**config.mk**
```make
export PLATFORM = sky130hd
export DESIGN_NAME = fme_half_sad_sel
export DESIGN_NICKNAME = d
export VERILOG_FILES = /design/src/rtl/fme_half_sad_sel.sv
export SDC_FILE = /design/constraint.sdc
export NUM_CORES = 1
export LEC_CHECK = 0
export ABC_CLOCK_PERIOD_IN_PS = 5300
export BUFFER_PORTS_ARGS = -buffer_cell sky130_fd_sc_hd__buf_2
export CORE_MARGIN = 2
export CORE_UTILIZATION = 50
export CTS_BUF_LIST = sky130_fd_sc_hd__clkbuf_4 sky130_fd_sc_hd__clkbuf_8
export CTS_CLUSTER_DIAMETER = 120
export CTS_CLUSTER_SIZE = 40
export DETAILED_ROUTE_END_ITERATION = 10
export PLACE_DENSITY = 0.77
export SETUP_SLACK_MARGIN = 0.4
export SLEW_MARGIN = 10
export SYNTH_ARGS = -nofsm -noshare
export SYNTH_HDL_FRONTEND = slang
export SYNTH_SLANG_ARGS = --single-unit
```
**constraint.sdc**
```tcl
create_clock -name clk -period 5.3 [get_ports clk]
set_input_delay 0 -clock clk [delete_from_list [all_inputs] [get_ports clk]]
set_output_delay 0 -clock clk [all_outputs]
set_load 0.01 [all_outputs]
```
**src/rtl/fme_half_sad_sel.sv**
```systemverilog
// Half-pel SAD accumulator and best-candidate selector for the FME pipeline.
// Nine SADs are built over one block, then scanned centre-first to pick the winner.
module fme_half_sad_sel #(
    parameter int BLK_PIX = 16,
    parameter int SAD_W   = 12
) (
    input  logic             clk,
    input  logic             rst,
    input  logic             in_valid,
    output logic             in_ready,
    input  logic [8:0][7:0]  half,
    input  logic [7:0]       cur_pix,
    output logic             out_valid,
    input  logic             out_ready,
    output logic [3:0]       best_idx,
    output logic [SAD_W-1:0] best_sad
);
    localparam int CNT_W = (BLK_PIX > 2) ? $clog2(BLK_PIX) : 1;
    localparam logic [CNT_W-1:0] LAST_BEAT = CNT_W'(BLK_PIX - 1);

    typedef enum logic [1:0] {
        ST_ACC = 2'd0,
        ST_CMP = 2'd1,
        ST_OUT = 2'd2
    } state_t;

    state_t            state_q, state_d;
    logic [CNT_W-1:0]  beat_cnt_q, beat_cnt_d;
    logic [3:0]        cmp_step_q, cmp_step_d;
    logic [SAD_W-1:0]  sad_acc_q [0:8];
    logic [SAD_W-1:0]  sad_acc_d [0:8];
    logic [3:0]        best_idx_q, best_idx_d;
    logic [SAD_W-1:0]  best_sad_q, best_sad_d;
    logic              out_valid_q, out_valid_d;
    logic              transfer_s;
    logic [3:0]        cand_idx_s;
    logic [SAD_W-1:0]  cand_sad_s;

    function automatic logic [7:0] abs_diff(input logic [7:0] a, input logic [7:0] b);
        return (a >= b) ? (a - b) : (b - a);
    endfunction

    // Centre first so that ties resolve to the integer-pel position.
    function automatic logic [3:0] scan_idx(input logic [3:0] step);
        logic [3:0] idx;
        if (step == 4'd0) begin
            idx = 4'd4;
        end else if (step <= 4'd4) begin
            idx = step - 4'd1;
        end else begin
            idx = step;
        end
        return idx;
    endfunction

    assign in_ready   = (state_q == ST_ACC);
    assign transfer_s = in_valid && (state_q == ST_ACC);
    assign cand_idx_s = scan_idx(cmp_step_q);
    assign cand_sad_s = sad_acc_q[cand_idx_s];
    assign out_valid  = out_valid_q;
    assign best_idx   = best_idx_q;
    assign best_sad   = best_sad_q;

    // Next-state logic for accumulation, scan and handshake.
    always_comb begin
        state_d     = state_q;
        beat_cnt_d  = beat_cnt_q;
        cmp_step_d  = cmp_step_q;
        sad_acc_d   = sad_acc_q;
        best_idx_d  = best_idx_q;
        best_sad_d  = best_sad_q;
        out_valid_d = out_valid_q;
        case (state_q)
            ST_ACC: begin
                if (transfer_s) begin
                    for (int i = 0; i < 9; i++) begin
                        sad_acc_d[i] = sad_acc_q[i] + SAD_W'(abs_diff(half[i], cur_pix));
                    end
                    if (beat_cnt_q == LAST_BEAT) begin
                        state_d    = ST_CMP;
                        cmp_step_d = 4'd0;
                    end else begin
                        beat_cnt_d = beat_cnt_q + CNT_W'(1);
                    end
                end else begin
                    state_d = ST_ACC;
                end
            end
            ST_CMP: begin
                if (cmp_step_q == 4'd0) begin
                    best_idx_d = cand_idx_s;
                    best_sad_d = cand_sad_s;
                end else if (cand_sad_s < best_sad_q) begin
                    best_idx_d = cand_idx_s;
                    best_sad_d = cand_sad_s;
                end else begin
                    best_idx_d = best_idx_q;
                end
                if (cmp_step_q == 4'd8) begin
                    state_d     = ST_OUT;
                    out_valid_d = 1'b1;
                end else begin
                    cmp_step_d = cmp_step_q + 4'd1;
                end
            end
            ST_OUT: begin
                if (out_ready) begin
                    state_d     = ST_ACC;
                    out_valid_d = 1'b0;
                    beat_cnt_d  = '0;
                    for (int i = 0; i < 9; i++) begin
                        sad_acc_d[i] = '0;
                    end
                end else begin
                    state_d = ST_OUT;
                end
            end
            default: begin
                state_d     = ST_ACC;
                out_valid_d = 1'b0;
            end
        endcase
    end

    // State registers with synchronous active-low reset.
    always_ff @(posedge clk) begin
        if (!rst) begin
            state_q     <= ST_ACC;
            beat_cnt_q  <= '0;
            cmp_step_q  <= 4'd0;
            best_idx_q  <= 4'd4;
            best_sad_q  <= '0;
            out_valid_q <= 1'b0;
            for (int i = 0; i < 9; i++) begin
                sad_acc_q[i] <= '0;
            end
        end else begin
            state_q     <= state_d;
            beat_cnt_q  <= beat_cnt_d;
            cmp_step_q  <= cmp_step_d;
            best_idx_q  <= best_idx_d;
            best_sad_q  <= best_sad_d;
            out_valid_q <= out_valid_d;
            for (int i = 0; i < 9; i++) begin
                sad_acc_q[i] <= sad_acc_d[i];
            end
        end
    end
endmodule
```
* Yosys cells after proc, flatten, opt, wreduce, memory -nomap -nowiden
Index checks and enable logic that the tools add are counted.
** Word-level totals
- Bits in latches :: 0
- Output and inout bits :: 18
- Logic and storage cells :: 119
- Input port bits :: 84
- Memories kept :: 0
- Flip-flop bits (word level) :: 135
- RAM bits :: 0
- Bits in read-only memories :: 0
** Operators by class
- Reductions and logical operators :: 12
- Div/mod/pow operators :: 0
- Mux-type cells :: 37
- Eq/ne operators :: 11
- Bitwise gates (word level) :: 2
- Shift operators :: 0
- Multiply operators :: 0
- Order comparisons :: 12
- Add/sub/neg operators :: 30
** Operators with widths (count)
- $mux 108 :: 2
- $pmux 108 s2 :: 1
- $sub 8x8->8 :: 18
- $add 12x8->12 :: 9
- $ge 8x8->1 :: 9
- $mux 8 :: 9
- $bmux 12 s4 :: 1
- $mux 12 :: 4
- $mux 4 :: 10
- $pmux 4 s2 :: 2
- $lt 12x12->1 :: 1
- $add 4x1->4 const B :: 2
- $eq 4x4->1 const B :: 2
- $mux 2 :: 4
- $ne 2x2->1 const B :: 4
- $reduce_and 4->1 :: 2
- $pmux 2 s3 :: 1
- $reduce_and 3->1 :: 2
- $reduce_bool 2->1 :: 3
- $ge 5x5->1 const B :: 1
- $not 4->5 :: 1
- $le 4x3->1 const B :: 1
- $logic_not 4->1 :: 1
- $ne 2x1->1 const B :: 2
- other kinds (10) :: 12

* Longest topological paths before layout
- Depth after elaboration :: 10
- Gate-level depth with buffers :: 22
- Gate-level depth less buffers :: 18

* Worst setup path after synthesis
Ideal clock, no wire load.
- Path kind :: flip-flop to flip-flop
- From :: register cmp_step_q[0]
- To :: register best_idx_q[2] (netlist: best_idx[2])
- Arrival :: 4.251 ns
- Library setup time :: 0.133 ns
- Data required time :: 5.167 ns
- Stages on the path, launching flop included :: 22
- Path slack :: 0.916 ns
- Path buffers :: 5
- Clock period less this slack :: 4.384 ns
- Cells stage by stage :: dfxtp_1 inv_2 clkbuf_1 ha_1 buf_6 xor2_1 or3_4 and2_1 buf_6 a2111oi_0 a211oi_1 a211o_1 ha_1 a22oi_1 o211ai_1 a221oi_1 and3_1 and3b_1 clkbuf_1 clkbuf_1 a211o_1 o211ai_1
** On the way
- Word-level cells in the longest chain between the ends :: 10
- Elaborated cells between the ends (all ways) :: 14
- Those cells by class :: add/sub (1); order compare (2); mux (7); bitwise (1); reduce/logical (3)
** RTL lines
- from (decl) :: line 29 : logic [3:0] cmp_step_q, cmp_step_d;
- from (signal assigned) :: line 140 : cmp_step_q <= cmp_step_d;
- $sub 4x1->4 or $le 4x3->1 (tied branches) :: line 49, 48
- $mux 4 :: line 48 : end else if (step <= 4'd4) begin
- $mux 4 (*) :: line 46 : if (step == 4'd0) begin
- $not 4->5 (not written as such) (*) :: line 59 : assign cand_sad_s = sad_acc_q[cand_idx_s];
- $bmux 12 s4 (*) :: line 59
- $mux 12 (not written as such) (*) (2 in a row) :: line 59
- via cand_sad_s[9] :: line 37 : logic [SAD_W-1:0] cand_sad_s;
- $lt 12x12->1 (*) :: line 93 : end else if (cand_sad_s < best_sad_q) begin
- $reduce_bool 2->1 (no source line) (*)
- $reduce_and 2->1 (no source line) (*)
- to (signal assigned) :: line 141 : best_idx_q <= best_idx_d;
- to (decl) :: line 32 : logic [3:0] best_idx_q, best_idx_d;
The timed path passes the listed nets; every way through them passes the cells marked *. The select of a mux whose other input is x is not followed.
A chain may end at the register's enable or synchronous reset.

* Worst setup path in the final report
- From :: register cmp_step_q[1]
- To :: register best_sad_q[0] (netlist: best_sad[0])
** On the way
- Word-level cells in the longest chain between the ends :: 10
- Elaborated cells between the ends (all ways) :: 14
- Those cells by class :: add/sub (1); order compare (2); mux (7); bitwise (1); reduce/logical (3)
** RTL lines
- $sub 4x1->4 or $le 4x3->1 (tied branches) :: line 49, 48
- $mux 4 :: line 48
- $mux 4 (*) :: line 46
- $not 4->5 (not written as such) (*) :: line 59
- $bmux 12 s4 (*) :: line 59
- $mux 12 (not written as such) (*) (2 in a row) :: line 59
- via cand_sad_s[9] :: line 37
- $lt 12x12->1 (*) :: line 93
- $reduce_bool 2->1 (no source line) (*)
- $reduce_and 2->1 (no source line) (*)
- to (signal assigned) :: line 142 : best_sad_q <= best_sad_d;
- to (decl) :: line 33 : logic [SAD_W-1:0] best_sad_q, best_sad_d;
Marks and branches as above.

==> metrics.txt <==
outcome=finished clean; top cells by count, synth=230 x ha_1, 198 x inv_1, 135 x dfxtp_1; count leader, synth=ha_1; Initial Util=approximately half; sw frac=47.3%; Seq cells post-synth=between 100 and 150; grt total ovfl=0; crit end category=flop; Root Driver=clkbuf_8; DRT Pass-1 Iters=6; CTS H-Tree Depth=4; Ports=approximately 100; post-layout min period=approximately 4.6 ns; GR Util All Layers=28.6%; post-synth top area share=between 10% and 20%; clk sinks=~140; final wirelength=approximately 50000 um; RSZ-0062 raised after global routing=false; Fin. Hold Viols=0; maximum vdd drop=approximately 0.00016 V; mean number of vias per cell=between 6 and 7; FF-to-FF Start=cmp_step_q[1]$_SDFFE_PN0P_; main area contributors after synthesis=ha_1 17%, dfxtp_1 16%, mux2i_1 4.6%, inv_1 4.5%, a21oi_1 3.9%; fin worst setup slack=about 0.74 ns; final number of setup-violating endpoints=0; Synth Instances=~2100; period utilisation layout=a little under nine tenths; startpoint types=flop; Initial DRC Count=around 1400; CTS tree=yes; YS warnings=0; IO Port Bufs=~100; Comb pwr share=52.5%; TNS Setup=0 ns; FF-to-FF path depth=19; worst reg2reg path endpoint=best_sad[0]$_SDFFE_PN0P_; Synth async-reset ratio=0%; ANT cells=0; Syn Std Cell Area=between 15000 and 20000 sq um; Max Buffers Root-to-Sink=2; Worst Path Required=roughly 5.7 ns; critical path class=flop to flop; Synth Flop Type=dfxtp_1; pre-CTS WS=slightly below 0.5 ns; Fmax achieved=about 220 MHz; Final ANT Viol Nets=0; die area=about 35000 sq um; chip height=about 190 um; critical path arrival=around 4.9 ns; reported net switching power=0.00249 W; FP Rows=66; Clock Skew=0.0221 ns; Clock power frac=between 10% and 20%; sequential share of power=32.4%; Core Region=around 33000 sq um; Reg clk slew, reported paths=0.10 ns; worst-margin pin slew=roughly 1.1 ns; RePlAce Congestion=0.965; largest net degree at the start of global routing=73; Synth cell types=slightly below 80; Die Wd=186 um; initial antenna violation count=0; Post-synth EDFFs=0; r2r setup slk=approximately 0.74 ns; Final Max Slew Viols=0; area leader, netlist=ha_1; Final HPWL DP=38300 um; ratio of cells with drive above 1 in the final layout=roughly a tenth; worst hold start=in_valid; Clk Latency, worst-skew pair=0.47 ns; Area Overhead vs Synth=6.52%; Internal=about 0.0028 W; synthesized area per cell=8.04 sq um; hold crit path type=primary input to flop; # Post-CTS Setup Buffers=0; first-pass GRT wire length=~79000 um; register area share after synthesis=between 15 and 20%; routed via count=between 15000 and 20000; synthesized net count=between 2000 and 2500; Max-Cap Viols=0; crit-path max FO=between 40 and 50; CTS buffer count=17; Leakage=around 8 nW; Slew headroom=about a quarter; Hold Path Stages=4; P per Cell Area=299 nW/um^2; Routed WL per cell=19.6 um; Nets=~2400; vias in the first global route=15100; hold endpoint=state_q[0]$_SDFFE_PN0P_; DRC violations left=0
==> layer usage <==
layer | up-vias | GRT usage (%) | wire length, um
li1 | 7719 | - | -
met5 | - | 0 | 0
met2 | 560 | 48.4 | 23500
met1 | 7670 | 37.3 | 21500
met4 | 0 | 10.8 | 1860
met3 | 93 | 3.56 | 3060
==> logic make-up (layout without fill, tap and decap cells) <==
| family | count (synthesis) | count (layout) | share of synthesized area, % |
|---|---|---|---|
| compound gates | 614 | 614 | 26.6 |
| xor+xnor | 87 | 87 | 4.61 |
| fa+ha+maj | 257 | 257 | 20.7 |
| buf+inv | 320 | 362 | 8.09 |
| flops | 135 | 135 | 16.3 |
| mux | 93 | 93 | 5.76 |
| simple gates | 550 | 550 | 17.9 |
==> power by group through the flow <==
stage	registers [W]	logic [W]	clock network, W
2_1_floorplan	0.00146	0.00223	0
3_3_place_gp	0.00170	0.00259	0
3_5_place_dp	0.00171	0.00271	0
4_1_cts	0.00168	0.00273	0.000791
5_1_grt	0.00173	0.00309	0.000835
6_report	0.00170	0.00277	0.000795
==> cell type report <==
class                   count  area, sq um
fillers                  3089        14900
multi-input cells        1601        12500
clock inverters            13          100
flip-flops and latches    135         2700
repair buffers            128          723
inverters                 203          762
clock buffers              18          241
well taps                 442          553
==> state kept, by name, summed over array words and instances, names as in the netlist <==
| signal | cells |
|---|---|
| cmp_step_q | 4 |
| best_sad | 12 |
| beat_cnt_q | 4 |
| sad_acc_q | 108 |
| out_valid | 1 |
| state_q | 2 |
| best_idx | 4 |
==> critical path: stages (launching register included) <==
cell and delay (ns):
dfxtp_2 0.37, inv_1 0.08, ha_1 0.23, buf_4 0.22, nor2b_2 0.08, o21ai_1 0.27, and2_2 0.27, buf_12 0.28
mux2i_1 0.23, o22ai_1 0.14, a211o_1 0.33, ha_1 0.32, a22oi_1 0.19, o211ai_1 0.12, a221oi_1 0.30, a22oi_1 0.11
o2bb2ai_1 0.31, buf_4 0.27, o21ai_0 0.11, o211a_1 0.18
==> cell usage in the layout, fill, tap and decap left out, drive strengths merged, types with 11 or more instances in the layout <==
cell type,count
o21bai,11
o21a,29
a21boi,14
buf,127
o22ai,14
nor2b,21
a21o,49
or3,12
xnor2,55
o211ai,35
nand3,72
and2,11
nor4,40
inv,205
clkbuf,18
nor2,122
and4,37
dfxtp,135
o21ai,98
nand2,92
a21oi,131
o211a,11
a211o,24
fa,27
ha,230
a311oi,31
a211oi,30
nand4,38
nor3,29
mux2i,76
a2111oi,19
xor2,32
mux2,17
a22oi,47
or4,36
==> timing repair <==
item / in CTS / in global routing
endpoints found under the setup margin: 0 / 16
hold buffers: 1 / 0
gates resized for setup: 0 / 6
hold endpoints to repair: 2 / 0
==> through the flow <==
stage	utilization [%]	instance area [sq um]	cells	total power (W)	hold WS (ns)
final	54.1	17600	2540	0.00527	0.0986
after global routing	54.1	17600	2540	0.00565	0.143
after floorplan	-	16500	2056	0.00369	0.230
after global placement	53.0	17200	2508	0.00430	0.424
after CTS	54.1	17600	2540	0.00521	0.0888
after detailed placement	53.0	17200	2508	0.00442	0.430
==> worst max-delay path by stage <==
stage | startpoint | end | slack, ns
2_1_floorplan | cmp_step_q[0]$_SDFFE_PN0P_ | best_idx[2]$_SDFFE_PN1P_ | 0.92
3_3_place_gp | cmp_step_q[1]$_SDFFE_PN0P_ | best_idx[1]$_SDFFE_PN0P_ | 0.61
3_5_place_dp | cmp_step_q[1]$_SDFFE_PN0P_ | best_idx[2]$_SDFFE_PN1P_ | 0.49
4_1_cts | cmp_step_q[1]$_SDFFE_PN0P_ | best_idx[0]$_SDFFE_PN0P_ | 0.47
5_1_grt | cmp_step_q[1]$_SDFFE_PN0P_ | best_sad[0]$_SDFFE_PN0P_ | 0.46
6_report | cmp_step_q[1]$_SDFFE_PN0P_ | best_sad[0]$_SDFFE_PN0P_ | 0.74
(Power assumes the default switching activity.)
